## src/rtl/bus_dev_pkg.sv

```systemverilog
// bus_dev_pkg: default widths, broadcast ID and packet helpers shared by the device endpoint.
package bus_dev_pkg;

    localparam int PKT_W        = 32;
    localparam int ID_W         = 8;
    localparam int FIFO_DEPTH   = 8;
    localparam int BROADCAST_ID = 145;

    typedef struct packed {
        logic [ID_W-1:0]       dest;
        logic [PKT_W-ID_W-1:0] payload;
    } pkt_t;

    function automatic logic [ID_W-1:0] dest_of(input logic [PKT_W-1:0] pkt);
        pkt_t p;
        p = pkt;
        return p.dest;
    endfunction

endpackage

```

## src/rtl/bus_dev_fifo.sv

```systemverilog
// bus_dev_fifo: synchronous show-ahead FIFO; a push while full is accepted when a pop frees the head in the same cycle.
module bus_dev_fifo
    import bus_dev_pkg::*;
#(
    parameter int WIDTH = PKT_W,
    parameter int DEPTH = FIFO_DEPTH
) (
    input  logic                     clk,
    input  logic                     reset,
    input  logic                     push,
    input  logic                     pop,
    input  logic [WIDTH-1:0]         din,
    output logic [WIDTH-1:0]         dout,
    output logic                     full,
    output logic                     empty,
    output logic [$clog2(DEPTH):0]   count
);

    localparam int AW = $clog2(DEPTH);

    logic [WIDTH-1:0] r_mem [DEPTH];
    logic [AW-1:0]    r_wr_ptr;
    logic [AW-1:0]    r_rd_ptr;
    logic [AW:0]      r_count;
    logic             w_do_push;
    logic             w_do_pop;

    assign w_do_pop  = pop && !empty;
    assign w_do_push = push && (!full || w_do_pop);

    always_ff @(posedge clk or negedge reset) begin
        if (!reset) begin
            r_wr_ptr <= '0;
            r_rd_ptr <= '0;
            r_count  <= '0;
        end else begin
            if (w_do_push) r_wr_ptr <= r_wr_ptr + 1'b1;
            if (w_do_pop) r_rd_ptr <= r_rd_ptr + 1'b1;
            r_count <= r_count + (AW+1)'(w_do_push) - (AW+1)'(w_do_pop);
        end
    end

    always_ff @(posedge clk) begin
        if (w_do_push) r_mem[r_wr_ptr] <= din;
    end

    // Stale storage is masked so the head reads 0 whenever nothing is queued.
    assign empty = (r_count == '0);
    assign full  = (r_count == (AW+1)'(DEPTH));
    assign dout  = empty ? '0 : r_mem[r_rd_ptr];
    assign count = r_count;

endmodule

```

## src/rtl/bus_dev_endpoint.sv

```systemverilog
// bus_dev_endpoint: device port of the bus arbiter with a show-ahead TX FIFO and a filtered RX FIFO.
// Define BUS_DEV_ADDR_FILTER_EN to accept only packets addressed to id or broadcast.
module bus_dev_endpoint
    import bus_dev_pkg::*;
#(
    parameter int tama_de_paquete = PKT_W,
    parameter int BITS            = ID_W,
    parameter int tam_fifo        = FIFO_DEPTH,
    parameter int broadcast       = BROADCAST_ID,
    parameter int id              = 0
) (
    input  logic                       clk,
    input  logic                       reset,
    output logic                       pndng,
    input  logic                       pop,
    output logic [tama_de_paquete-1:0] D_pop,
    input  logic                       push,
    input  logic [tama_de_paquete-1:0] D_push,
    input  logic                       wr_en,
    input  logic [tama_de_paquete-1:0] wr_data,
    output logic                       tx_full,
    input  logic                       rd_en,
    output logic [tama_de_paquete-1:0] rd_data,
    output logic                       rx_empty,
    output logic [$clog2(tam_fifo):0]  rx_count,
    output logic [15:0]                drop_cnt
);

    logic                      w_tx_empty;
    logic [$clog2(tam_fifo):0] w_tx_count_unused;
    logic                      w_rx_full;
    logic                      w_pass;
    logic                      w_accept;
    logic                      w_drop;
    logic [15:0]               r_drop_cnt;

    bus_dev_fifo #(.WIDTH(tama_de_paquete), .DEPTH(tam_fifo)) u_tx_fifo (
        .clk   (clk),
        .reset (reset),
        .push  (wr_en),
        .pop   (pop),
        .din   (wr_data),
        .dout  (D_pop),
        .full  (tx_full),
        .empty (w_tx_empty),
        .count (w_tx_count_unused)
    );

    assign pndng = !w_tx_empty;

`ifdef BUS_DEV_ADDR_FILTER_EN
    logic [BITS-1:0] w_dest;
    assign w_dest = D_push[tama_de_paquete-1 -: BITS];
    assign w_pass = (w_dest == BITS'(id)) || (w_dest == BITS'(broadcast));
`else
    // The arbiter routes correctly, so the addresses are not consulted.
    logic [BITS-1:0] w_ids_unused;
    assign w_ids_unused = BITS'(id) ^ BITS'(broadcast);
    assign w_pass       = 1'b1;
`endif

    assign w_accept = push && w_pass;
    assign w_drop   = w_accept && w_rx_full && !rd_en;

    bus_dev_fifo #(.WIDTH(tama_de_paquete), .DEPTH(tam_fifo)) u_rx_fifo (
        .clk   (clk),
        .reset (reset),
        .push  (w_accept),
        .pop   (rd_en),
        .din   (D_push),
        .dout  (rd_data),
        .full  (w_rx_full),
        .empty (rx_empty),
        .count (rx_count)
    );

    always_ff @(posedge clk or negedge reset) begin
        if (!reset) r_drop_cnt <= '0;
        else if (w_drop && r_drop_cnt != 16'hFFFF) r_drop_cnt <= r_drop_cnt + 16'd1;
    end

    assign drop_cnt = r_drop_cnt;

endmodule

```

## config.mk

```make
export PLATFORM = sky130hd
export DESIGN_NAME = bus_dev_endpoint
export DESIGN_NICKNAME = d
export VERILOG_FILES = /design/src/rtl/bus_dev_pkg.sv /design/src/rtl/bus_dev_fifo.sv /design/src/rtl/bus_dev_endpoint.sv
export SDC_FILE = /design/constraint.sdc
export NUM_CORES = 1
export LEC_CHECK = 0
export ABC_AREA = 1
export CELL_PAD_IN_SITES_DETAIL_PLACEMENT = 0
export CELL_PAD_IN_SITES_GLOBAL_PLACEMENT = 1
export CORE_ASPECT_RATIO = 0.7
export CORE_MARGIN = 4
export CORE_UTILIZATION = 45
export CTS_BUF_LIST = sky130_fd_sc_hd__clkbuf_4 sky130_fd_sc_hd__clkbuf_8
export CTS_CLUSTER_DIAMETER = 200
export DETAILED_ROUTE_END_ITERATION = 8
export PLACE_DENSITY = 0.79
export RECOVER_POWER = 50
export SYNTH_ARGS = -nofsm -noshare
export SYNTH_HDL_FRONTEND = slang
export SYNTH_HIERARCHICAL = 1
export SYNTH_SLANG_ARGS = --single-unit
```

## constraint.sdc

```tcl
create_clock -name clk -period 6.2 [get_ports clk]
set_input_delay 0.62 -clock clk [delete_from_list [all_inputs] [get_ports clk]]
set_output_delay 0.62 -clock clk [all_outputs]
set_load 0.02 [all_outputs]
```

### Yosys cells after proc, flatten, opt, wreduce, memory -nomap -nowiden

Memory sizes are Yosys's and may differ from the RTL's.
Cells that the tools add are included.

| storage, ports and cells | value |
|---|---|
| register bits after elaboration | 36 |
| bits in writable memories | 512 |
| input bits | 70 |
| output and inout bits | 87 |
| word-level logic and storage cells | 43 |
| memories kept | 2 |

Memories:

| name | depth | width | rd ports | clocked after Yosys merged registers in | wr ports | line | text |
|---|---|---|---|---|---|---|---|
| u_rx_fifo.r_mem | 8 | 32 | 1 | 0 | 1 | bus_dev_fifo.sv:21 | `logic [WIDTH-1:0] r_mem [DEPTH];` |
| u_tx_fifo.r_mem | 8 | 32 | 1 | 0 | 1 | bus_dev_fifo.sv:21 |  |

| cells by class | value |
|---|---|
| $add $sub $neg | 9 |
| equal/unequal tests | 3 |
| multiplexer cells | 6 |
| reductions and logical operators | 16 |

Operators by type and width:

| operator | number |
|---|---|
| two-way mux 32 bit | 2 |
| adder 16 x 1 -> 16 bit (second input constant) | 1 |
| != test 16 bit (second input constant) | 1 |
| adder 3 x 1 -> 3 bit (second input constant) | 4 |
| adder 4 x 1 -> 4 bit | 2 |
| equality test 4 bit (second input constant) | 2 |
| zero test 4 bit | 2 |
| subtractor 4 x 1 -> 4 bit | 2 |
| logical AND 1 bit | 7 |
| zero test 1 bit | 5 |
| two-way mux 1 bit | 4 |
| logical OR 1 bit | 2 |

### Depth between registers and ports, before layout

Gate-level depths: netlist of run 1.

| logic depth | value |
|---|---|
| depth in word-level cells | 7 |
| gate-level depth with buffers | 11 |
| gate-level depth less buffers | 11 |

### By module

Netlist of run 1, hierarchy kept.

Modules (own cells, without submodules):

| module | times used | cells each | area each (um2) | sequential area each (um2) |
|---|---|---|---|---|
| bus_dev_fifo | 2 | 1184 | 11770.0 | 7937.6 |
| bus_dev_endpoint | 1 | 145 | 1006.0 | 400.4 |

### Worst setup path before layout of run 1

OpenSTA, ideal clock, no wires.

| timing path | value |
|---|---|
| path type | register to register |
| start | register u_rx_fifo.r_count[2], in the netlist u_rx_fifo/count[2] |
| end | memory u_rx_fifo/r_mem[0][0] (netlist bit), enable pin |
| library setup time | 0.421 ns |
| arrival time | 2.627 ns |
| data required time | 5.779 ns |
| setup slack | 3.152 ns |
| cell stages (with the launch flop) | 8 |
| buffers on the path | 0 |
| clock period less this slack | 3.048 ns |
| cell sequence | dfrtp_1 > inv_1 > ha_1 > nand2_2 > nand2_2 > nand2_1 > nand3b_2 > nor2_1 |

| between the ends | value |
|---|---|
| longest elaborated chain between the ends | 7 |
| elaborated cells between the ends (all ways) | 9 |
| classes of those cells | 1 x eq/ne; 2 x mux; 6 x reduce/logical |

Ends and longest elaborated chain:

| element | line | text |
|---|---|---|
| from (decl) | bus_dev_fifo.sv:24 | `logic [AW:0] r_count;` |
| from (signal assigned) | bus_dev_fifo.sv:39 | `r_count <= r_count + (AW+1)'(w_do_push) - (AW+1)'(w_do_pop);` |
| zero test 4 bit | bus_dev_fifo.sv:48 | `assign empty = (r_count == '0);` |
| zero test 1 bit | bus_dev_fifo.sv:28 | `assign w_do_pop = pop && !empty;` |
| logical AND 1 bit | bus_dev_fifo.sv:28 |  |
| logical OR 1 bit (*) | bus_dev_fifo.sv:29 | `assign w_do_push = push && (!full \|\| w_do_pop);` |
| logical AND 1 bit (*) | bus_dev_fifo.sv:29 |  |
| two-way mux 1 bit (*) | bus_dev_fifo.sv:44 | `if (w_do_push) r_mem[r_wr_ptr] <= din;` |
| two-way mux 1 bit (not written as such) (*) | bus_dev_fifo.sv:44 |  |
| to (decl) | bus_dev_fifo.sv:21 |  |

Every way passes the cells marked *; elsewhere a longest branch is shown, timed or not.

### Final worst setup path of run 1

| timing path | value |
|---|---|
| start | register u_tx_fifo.r_count[2], in the netlist u_tx_fifo/count[2] |
| end | memory u_tx_fifo/r_mem[7][15] (netlist bit), enable pin |

| between the ends | value |
|---|---|
| longest elaborated chain between the ends | 7 |
| elaborated cells between the ends (all ways) | 9 |
| classes of those cells | 1 x eq/ne; 2 x mux; 6 x reduce/logical |

Ends and longest elaborated chain:

| element | line |
|---|---|
| from (decl) | bus_dev_fifo.sv:24 |
| from (signal assigned) | bus_dev_fifo.sv:39 |
| zero test 4 bit | bus_dev_fifo.sv:48 |
| zero test 1 bit | bus_dev_fifo.sv:28 |
| logical AND 1 bit | bus_dev_fifo.sv:28 |
| logical OR 1 bit (*) | bus_dev_fifo.sv:29 |
| logical AND 1 bit (*) | bus_dev_fifo.sv:29 |
| two-way mux 1 bit (*) | bus_dev_fifo.sv:44 |
| two-way mux 1 bit (not written as such) (*) | bus_dev_fifo.sv:44 |
| to (decl) | bus_dev_fifo.sv:21 |

Marked as above.

==> results.sh, run 1 <==
export IMPL_vias=16481
export IMPL_layout_area_seq_sq_um=16300
export IMPL_fill_cells=4777
export IMPL_hp_class="register to register"
export IMPL_pwr_share_comb_pct=39.5
export IMPL_period_needed_ns=5.17
export IMPL_initial_utilization_pct=45.6
export IMPL_cts_resized=0
export IMPL_numClockSinks=548
export IMPL_endpoint_kind="register"
export IMPL_first_pass_iters=5
export IMPL_antenna_found_initial=5
export IMPL_final_area_sq_um=28500
export IMPL_root_buffer="clkbuf_8"
export IMPL_maxSlewViolCount=109
export IMPL_slew_headroom_pct=-65.1
export IMPL_p_leak_nw=12.8
export IMPL_rows=71
export IMPL_drv_cap=3
export IMPL_port_buffers=156
export IMPL_cpMostUsedCell="nand2_1"
export IMPL_drive_gt1_share_pct=7.25
export IMPL_vdd_drop_max_mv=0.262
export IMPL_cp_start_kind="register"
export IMPL_postRouteAntennaNets=0
export IMPL_pre_cts_ws_ns=1.96
export IMPL_path_class="register to register"
export IMPL_finalClockSkew_ns=0.0212
export IMPL_crit_buf_inv=3
export IMPL_slowest_stage="clkbuf_1"
export IMPL_avgRoutedWirePerCell_um=16.1
export IMPL_violations="capacitance limit, slew limit"
export IMPL_grt_met1_usage_pct=26.9
export IMPL_p_sw_mw=5.03
export IMPL_numCtsBuffers=86
export IMPL_p_per_area_nw_per_um2=458
export IMPL_overflow=0
export IMPL_syn_area_sq_um=24500
export IMPL_drt_iter0_drc=992
export IMPL_critPathMaxStageDelay_ns=1.68
export IMPL_final_cell_mix="733 x nand2_1, 547 x inv_1, 512 x edfxtp_1"
export IMPL_drc=0
export IMPL_fin_nets=2766
export IMPL_place_area_sq_um=26900
export IMPL_core_area_sq_um=53800
export IMPL_critPathTopFamily="simple AND/OR/NAND/NOR gates"
export IMPL_internal_power_mw=8.01
export IMPL_max_freq_ghz=0.193
export IMPL_ys_seq_area_share_pct=66.3
export IMPL_whs_ns=0.549
export IMPL_hold_buffers=0
export IMPL_top_usage_layer="met2"
export IMPL_arrival_ns=5.50
export IMPL_synth_cells=2513
export IMPL_syn_avg_cell_area_sq_um=9.77
export IMPL_die_w_um=287
export IMPL_crit_chain="inv_1 -> ha_1 -> nand2_2 -> clkbuf_1 -> nand2_1 -> nand2_1 -> nand2_1 -> nor2_4 -> buf_4"
export IMPL_multi_input_area_sq_um=5780
export IMPL_cp_data_required_time_ns=6.53
export IMPL_ys_types=26
export IMPL_switching_share_pct=38.6
export IMPL_final_common_cell="nand2_1"
export IMPL_grt_pass1_wl_mm=89.2
export IMPL_final_util_pct=52.9
export IMPL_yosysWarnings=6
export IMPL_clkPwrFrac_pct=22.6
export IMPL_grt_use_met3_pct=3.73
export IMPL_clockBufferDepth=3
export IMPL_fp_dieArea_sq_um=58400
export IMPL_gp_congestion=0.736
export IMPL_synthesis_nets=2600
export IMPL_ys_ff_latch=548
export IMPL_grt_max_degree=88
export IMPL_worstPathMaxFanout=35
export IMPL_min_period_over_period_pct=83.4
export IMPL_fin_setup_tns_ns=0
export IMPL_htreeDepth=3
export IMPL_post_cts_setup_buffers=0
export IMPL_area_delta_synth_final_pct=16.0
export IMPL_seq_power_share_pct=37.9
export IMPL_worst_slew_pin_slew_ns=2.48
export IMPL_setup_violations_final=0
export IMPL_ios=157
export IMPL_status="complete, but fails checks"
export IMPL_grt_usage_pct=19.5
export IMPL_fin_ws_ns=1.03
export IMPL_ff2ff_setup_slack_ns=1.03
export IMPL_clkSlewWorstSetupHoldPaths_ns=0.06
export IMPL_cts_tree="built"
export IMPL_vias_per_cell=4.74
export IMPL_rsz0062_at_grt="no"
export IMPL_die_h_um=203
export IMPL_gr_usage_met2_pct=31.8
export IMPL_clk_insertion_delay_late_ns=0.65
export IMPL_grt_pass1_vias=16503
export IMPL_routed_wl_mm=56.0
export IMPL_hold_viol=0
export IMPL_hpwl_mm=31.3
[state kept, by name, summed over array words and instances, names as in the netlist]
register            cells
u_rx_fifo/count         4
u_rx_fifo/r_mem       256
u_tx_fifo/count         4
u_tx_fifo/r_mem       256
u_tx_fifo/r_wr_ptr      3
u_rx_fifo/r_rd_ptr      3
u_tx_fifo/r_rd_ptr      3
drop_cnt               16
u_rx_fifo/r_wr_ptr      3
[cell type report]
| type | count | share of cell area (%) |
|---|---|---|
| Antenna cell | 3 | 0.0264 |
| Clock buffer | 122 | 5.22 |
| Clock inverter | 30 | 0.576 |
| Inverter | 551 | 7.27 |
| Multi-Input combinational cell | 1307 | 20.3 |
| Sequential cell | 548 | 57.2 |
| Tap cell | 730 | 3.21 |
| Timing Repair Buffer | 185 | 6.20 |
[kinds of logic (layout without fill, tap and decap cells)]
kind of cell | after synthesis | count (layout) | share of synthesized area, %
simple gates | 1266 | 1266 | 21.5
flops | 548 | 548 | 66.3
compound gates | 8 | 8 | 0.209
fa+ha+maj | 17 | 17 | 0.928
xor+xnor | 16 | 16 | 0.571
other cells | 0 | 3 | 0
buf+inv | 658 | 888 | 10.5
[layer usage]
layer	vias to the layer above	share of wire [%]	wire length, um
li1	8203	-	-
met1	7864	47	26200
met2	335	47	26100
met3	77	4.8	2660
met4	2	1.8	999
met5	-	0.023	13
[cells in the mapped netlist (all sizes together)]
cell type,count,area [sq um]
a21oi,4,20.0
xor2,7,61.3
o21ai,4,31.3
nand4,5,31.3
nand2,739,2800
fa,2,40.0
edfxtp,512,15400
dfrtp,36,901
nand3,344,1720
buf,97,477
clkbuf,10,37.5
nor3b,2,15.0
nand3b,3,30.0
inv,551,2070
xnor2,9,78.8
nor2,173,667
ha,15,188
[worst min-delay path, delay by kind of cell, from the launching register on]
family | cells | cell delay (ns)
flops | 1 | 0.40
simple gates | 2 | 0.12
[stage by stage]
step / total power, mW / std cells
after floorplan: 8.22 / 2513
after global placement: 10.2 / 3321
after detailed placement: 10.2 / 3321
after CTS: 13.2 / 3473
after global routing: 13.9 / 3473
final: 13.0 / 3476
[power by group through the flow]
stage	Sequential, mW	Clock (mW)	Combinational, mW
detailed placement	5.01	0	5.21
global route	5.00	3.23	5.70
CTS	4.94	3.05	5.23
global placement	5.00	0	5.16
finish	4.94	2.95	5.15
floorplan	4.82	0	3.40
[path summary, 6_finish.rpt]
check | from | to | cells past startpoint
min in group asynchronous | reset | u_tx_fifo/r_rd_ptr[0] | 1
setup / recovery | u_tx_fifo/count[2] | u_tx_fifo/r_mem[7][15] | 9
setup reg to reg | u_tx_fifo/count[2] | u_tx_fifo/r_mem[7][15] | 9
max in group asynchronous | reset | u_rx_fifo/r_rd_ptr[0] | 1
hold reg to reg | drop_cnt[15] | drop_cnt[15] | 2
hold / removal | drop_cnt[15] | drop_cnt[15] | 2
Power figures use the tool's default switching activity.
==> run 2: changes to the inputs <==
==> constraint.sdc (replaced) <==
create_clock -name clk -period 5.2 [get_ports clk]
set_input_delay 0.52 -clock clk [delete_from_list [all_inputs] [get_ports clk]]
set_output_delay 0.52 -clock clk [all_outputs]
set_load 0.02 [all_outputs]
==> run 2 against run 1 <==
Hold slack better by 0.0093 ns. The flow still finishes with violations (capacitance limit, slew limit). Largest power group unchanged. Die area stayed put. Clock-buffer cell count is 4 lower. Highest routed layer is now met4. Routed wire length is 0.45% higher. Clock power is 24% higher. Sequential power is 20% higher. Critical path type is now register to primary output.
==> results.sh, run 2 (synthesized netlist as in run 1, its figures left out) <==
export IMPL_avgRoutedWirePerCell_um=16.1
export IMPL_slew_headroom_pct=-38.9
export IMPL_hold_buffers=1
export IMPL_grt_pass1_wl_mm=88.2
export IMPL_final_cell_mix="732 x nand2_1, 547 x inv_1, 512 x edfxtp_1"
export IMPL_clk_insertion_delay_late_ns=0.67
export IMPL_pre_cts_ws_ns=1.67
export IMPL_clkPwrFrac_pct=23.3
export IMPL_worst_slew_pin_slew_ns=2.08
export IMPL_critPathLaunch="u_tx_fifo/r_rd_ptr[0]"
export IMPL_cp_data_required_time_ns=4.68
export IMPL_hpwl_mm=31.2
export IMPL_numCtsBuffers=87
export IMPL_period_needed_ns=4.23
export IMPL_rsz0062_at_grt="no"
export IMPL_seq_power_share_pct=37.6
export IMPL_fin_ws_ns=0.967
export IMPL_maxSlewViolCount=37
export IMPL_min_period_over_period_pct=81.4
export IMPL_arrival_ns=3.71
export IMPL_gp_congestion=0.763
export IMPL_fp_dieArea_sq_um=58400
export IMPL_endpoint="D_pop[13]"
export IMPL_first_pass_iters=5
export IMPL_grt_max_degree=114
export IMPL_fin_setup_tns_ns=0
export IMPL_drv_cap=1
export IMPL_finalClockSkew_ns=0.0351
export IMPL_cts_resized=0
export IMPL_clkSlewWorstSetupHoldPaths_ns=0.07
export IMPL_final_area_sq_um=28600
export IMPL_drive_gt1_share_pct=7.46
export IMPL_drt_iter0_drc=1146
export IMPL_hold_viol=0
export IMPL_htreeDepth=3
export IMPL_fin_nets=2771
export IMPL_ff2ff_setup_slack_ns=2.04
export IMPL_rows=71
export IMPL_ios=157
export IMPL_grt_pass1_vias=16366
export IMPL_p_leak_nw=12.8
export IMPL_initial_utilization_pct=45.6
export IMPL_post_cts_setup_buffers=0
export IMPL_p_per_area_nw_per_um2=550
export IMPL_switching_share_pct=38.4
export IMPL_vias_per_cell=4.74
export IMPL_clockBufferDepth=3
export IMPL_postRouteAntennaNets=0
export IMPL_cts_tree="built"
export IMPL_numClockSinks=548
export IMPL_core_area_sq_um=53800
export IMPL_multi_input_area_sq_um=5760
export IMPL_fill_cells=4691
export IMPL_p_sw_mw=6.04
export IMPL_cp_start_kind="register"
export IMPL_root_buffer="clkbuf_8"
export IMPL_vdd_drop_max_mv=0.347
export IMPL_final_common_cell="nand2_1"
export IMPL_hp_class="register to register"
export IMPL_violations="capacitance limit, slew limit"
export IMPL_routed_wl_mm=56.2
export IMPL_worstPathMaxFanout=113
export IMPL_status="complete, but fails checks"
export IMPL_area_delta_synth_final_pct=16.5
export IMPL_antenna_found_initial=10
export IMPL_vias=16528
export IMPL_final_util_pct=53.1
export IMPL_reg2reg_depth=8
export IMPL_setup_violations_final=0
export IMPL_internal_power_mw=9.67
export IMPL_max_freq_ghz=0.236
export IMPL_layout_area_seq_sq_um=16300
export IMPL_place_area_sq_um=26900
export IMPL_whs_ns=0.559
export IMPL_drc=0
export IMPL_grt_usage_pct=19.3
export IMPL_port_buffers=156
export IMPL_rr_startpoint="u_tx_fifo/count[2]"
export IMPL_endpoint_kind="primary output"
export IMPL_die_w_um=287
export IMPL_path_class="register to primary output"
export IMPL_pwr_share_comb_pct=39.1
export IMPL_rr_endpoint="u_tx_fifo/r_mem[4][11]"
export IMPL_die_h_um=203
export IMPL_overflow=0
## run 2: per-stage QoR
stage	cells	total power, mW
2_1_floorplan	2513	9.80
3_3_place_gp	3324	12.1
3_5_place_dp	3324	12.2
4_1_cts	3478	15.9
5_1_grt	3483	16.7
6_report	3488	15.7
## run 2: area by class of cell
type,instances,area share [%]
flip-flops and latches,548,57.0
well taps,730,3.20
repair buffers,189,6.32
clock inverters,35,0.980
clock buffers,118,5.02
multi-input cells,1307,20.2
inverters,551,7.25
diodes,10,0.0875
## run 2: routing by layer
| metal | GRT usage, % | wire [um] |
|---|---|---|
| met1 | 27.2 | 26000 |
| met2 | 30.0 | 25600 |
| met3 | 3.62 | 2900 |
| met4 | 7.80 | 1680 |
| met5 | 0 | 0 |
## run 2: worst max-delay path, stage by stage (launching register included)
cell	delay, ns
dfrtp_4	0.75
clkinv_2	0.35
buf_4	0.58
nand2_1	0.19
nand3_1	0.08
nand3_1	0.12
nand2_1	0.05
nor2_1	0.18
clkdlybuf4s50_1	0.65
## run 2: power groups by stage
stage / clock [mW] / combinational [mW] / sequential, mW
floorplan: 0 / 4.06 / 5.74
global route: 3.98 / 6.78 / 5.98
CTS: 3.78 / 6.24 / 5.91
finish: 3.66 / 6.14 / 5.91
global placement: 0 / 6.13 / 5.98
detailed placement: 0 / 6.21 / 6.00
## run 2: worst min path at each step
stage | end | cells past startpoint | slack, ns | start
6_report | drop_cnt[8] | 1 | 0.56 | drop_cnt[8]
5_1_grt | u_rx_fifo/r_rd_ptr[2] | 3 | 0.55 | rd_en
4_1_cts | u_tx_fifo/r_rd_ptr[0] | 2 | 0.49 | reset
3_5_place_dp | drop_cnt[15] | 2 | 0.55 | drop_cnt[15]
3_3_place_gp | u_tx_fifo/count[0] | 1 | 0.52 | u_tx_fifo/count[0]
2_1_floorplan | drop_cnt[0] | 0 | 0.22 | reset
==> run 3: changes to the inputs <==
--- a/config.mk
+++ b/config.mk
@@ -10,11 +10,11 @@
 export CELL_PAD_IN_SITES_GLOBAL_PLACEMENT = 1
 export CORE_ASPECT_RATIO = 0.7
 export CORE_MARGIN = 4
-export CORE_UTILIZATION = 45
+export CORE_UTILIZATION = 44
 export CTS_BUF_LIST = sky130_fd_sc_hd__clkbuf_4 sky130_fd_sc_hd__clkbuf_8
 export CTS_CLUSTER_DIAMETER = 200
 export DETAILED_ROUTE_END_ITERATION = 8
-export PLACE_DENSITY = 0.79
+export PLACE_DENSITY = 0.81
 export RECOVER_POWER = 50
 export SYNTH_ARGS = -nofsm -noshare
 export SYNTH_HDL_FRONTEND = slang
==> constraint.sdc (replaced) <==
create_clock -name clk -period 3.7 [get_ports clk]
set_input_delay 0.37 -clock clk [delete_from_list [all_inputs] [get_ports clk]]
set_output_delay 0.37 -clock clk [all_outputs]
set_load 0.02 [all_outputs]
==> run 3 against run 2 <==
The run still ends with capacitance limit, slew limit left. Routed wire length down 1.3%. Combinational power up 48%. Hold slack worse by 0.19 ns. Utilization down 1.0 points. Global-route usage down 0.71 points. Design area up 0.58%. Clock-buffer cell count up 1. Clock power up 38%. Largest power group unchanged.
==> results.sh, run 3 (synthesized netlist as in run 1, its figures left out) <==
export IMPL_routed_wl_mm=55.5
export IMPL_finalClockSkew_ns=0.0159
export IMPL_drv_cap=1
export IMPL_numClockSinks=548
export IMPL_hp_class="primary input to register"
export IMPL_fp_dieArea_sq_um=59700
export IMPL_hold_depth=3
export IMPL_cp_data_required_time_ns=3.33
export IMPL_p_leak_nw=12.9
export IMPL_vias_per_cell=4.73
export IMPL_postRouteAntennaNets=0
export IMPL_worstPathMaxFanout=49
export IMPL_grt_usage_pct=18.6
export IMPL_final_common_cell="nand2_1"
export IMPL_hold_viol=0
export IMPL_endpoint_kind="primary output"
export IMPL_numCtsBuffers=86
export IMPL_path_class="register to primary output"
export IMPL_final_cell_mix="732 x nand2_1, 547 x inv_1, 512 x edfxtp_1"
export IMPL_antenna_found_initial=6
export IMPL_critPathLaunch="u_tx_fifo/r_rd_ptr[0]"
export IMPL_hp_start="pop"
export IMPL_period_needed_ns=3.48
export IMPL_drt_iter0_drc=1061
export IMPL_initial_utilization_pct=44.4
export IMPL_die_h_um=206
export IMPL_area_delta_synth_final_pct=17.1
export IMPL_grt_max_degree=130
export IMPL_clockBufferDepth=3
export IMPL_setup_violations_final=0
export IMPL_first_pass_iters=5
export IMPL_rsz0062_at_grt="no"
export IMPL_max_freq_ghz=0.287
export IMPL_rr_endpoint="u_rx_fifo/r_mem[1][8]"
export IMPL_hold_buffers=1
export IMPL_rr_startpoint="u_rx_fifo/count[2]"
export IMPL_fin_setup_tns_ns=0
export IMPL_grt_pass1_wl_mm=87.9
export IMPL_ios=157
export IMPL_avgRoutedWirePerCell_um=15.9
export IMPL_post_cts_setup_buffers=0
export IMPL_maxSlewViolCount=37
export IMPL_fin_cells=3493
export IMPL_port_buffers=156
export IMPL_grt_pass1_vias=16215
export IMPL_slew_headroom_pct=-42.8
export IMPL_core_area_sq_um=55200
export IMPL_htreeDepth=3
export IMPL_reg2reg_depth=8
export IMPL_rows=72
export IMPL_p_per_area_nw_per_um2=770
export IMPL_overflow=0
export IMPL_min_period_over_period_pct=94.0
export IMPL_vdd_drop_max_mv=0.577
export IMPL_status="complete, but fails checks"
export IMPL_gp_congestion=0.798
export IMPL_violations="capacitance limit, slew limit"
export IMPL_arrival_ns=3.11
export IMPL_cp_start_kind="register"
export IMPL_cts_tree="built"
export IMPL_drc=0
export IMPL_hpwl_mm=31.1
export IMPL_worst_slew_pin_slew_ns=2.14
export IMPL_ff2ff_setup_slack_ns=0.75
export IMPL_clkSlewWorstSetupHoldPaths_ns=0.06
export IMPL_fin_nets=2774
export IMPL_die_w_um=290
export IMPL_place_inst=3338
export IMPL_min_to="u_tx_fifo/r_rd_ptr[2]"
export IMPL_cts_resized=0
export IMPL_clk_insertion_delay_late_ns=0.65
export IMPL_vias=16534
export IMPL_drive_gt1_share_pct=7.67
export IMPL_root_buffer="clkbuf_8"
-- run 3: changes by cell type in the layout (fill, tap and decap cells not counted), sizes merged, moves of 2 or more --
cell,previous run,this run
dlygate4sd3,65,85
clkdlybuf4s50,91,71
diode,10,1
inv,552,550
buf,32,36
clkinv,28,30
-- run 3: how the worst max path moves through the flow --
stage                                       end  slack, ns  cells past startpoint
after CTS                             D_pop[15]       0.17                      8
after global placement                D_pop[15]       0.92                      8
after global routing                  D_pop[10]       0.01                      8
final                                 D_pop[15]       0.22                      8
after floorplan           u_rx_fifo/r_mem[0][0]       0.65                      7
after detailed placement              D_pop[15]       0.91                      8
-- run 3: layer usage --
metal,part of all wire [%],track usage [%]
met2,46,29.2
met5,0.074,0
met4,2.4,6.28
met3,5.8,3.80
met1,46,26.2
-- run 3: metrics by stage --
step / setup WS [ns] / hold WS (ns) / cell area (sq um) / utilization, % / power (mW)
final: 0.221 / 0.373 / 28800 / 52.1 / 22.1
after global routing: 0.0111 / 0.350 / 28700 / 52.1 / 23.6
after CTS: 0.167 / 0.298 / 28800 / 52.1 / 22.5
after detailed placement: 0.912 / 0.541 / 27100 / 49.0 / 17.3
after global placement: 0.924 / 0.530 / 27100 / 49.0 / 17.2
after floorplan: 0.652 / 0.0744 / 24500 / - / 13.8
-- run 3: layout make-up --
type                    count  area, sq um
diodes                      1         2.50
clock buffers             119         1460
clock inverters            34          233
inverters                 551         2070
fillers                  4839        26500
well taps                 740          926
multi-input cells        1307         5780
flip-flops and latches    548        16300
repair buffers            193         2000
-- run 3: worst max-delay path, stage by stage (launching register included) --
cell and delay [ns]:
dfrtp_4 0.42, buf_4 0.44, buf_4 0.50, nand2_1 0.11, nand3_1 0.09, nand2_1 0.06
nor2_1 0.12, nor2_1 0.07, clkdlybuf4s50_1 0.57
-- run 3: power by group --
| part | total [mW] | internal, mW | leakage, nW | switching (mW) |
|---|---|---|---|---|
| logic | 9.08 | 3.25 | 6.95 | 5.83 |
| clock network | 5.04 | 2.75 | 0.897 | 2.29 |
| registers | 8.02 | 7.67 | 5.10 | 0.351 |
| total | 22.1 | 13.7 | 12.9 | 8.47 |
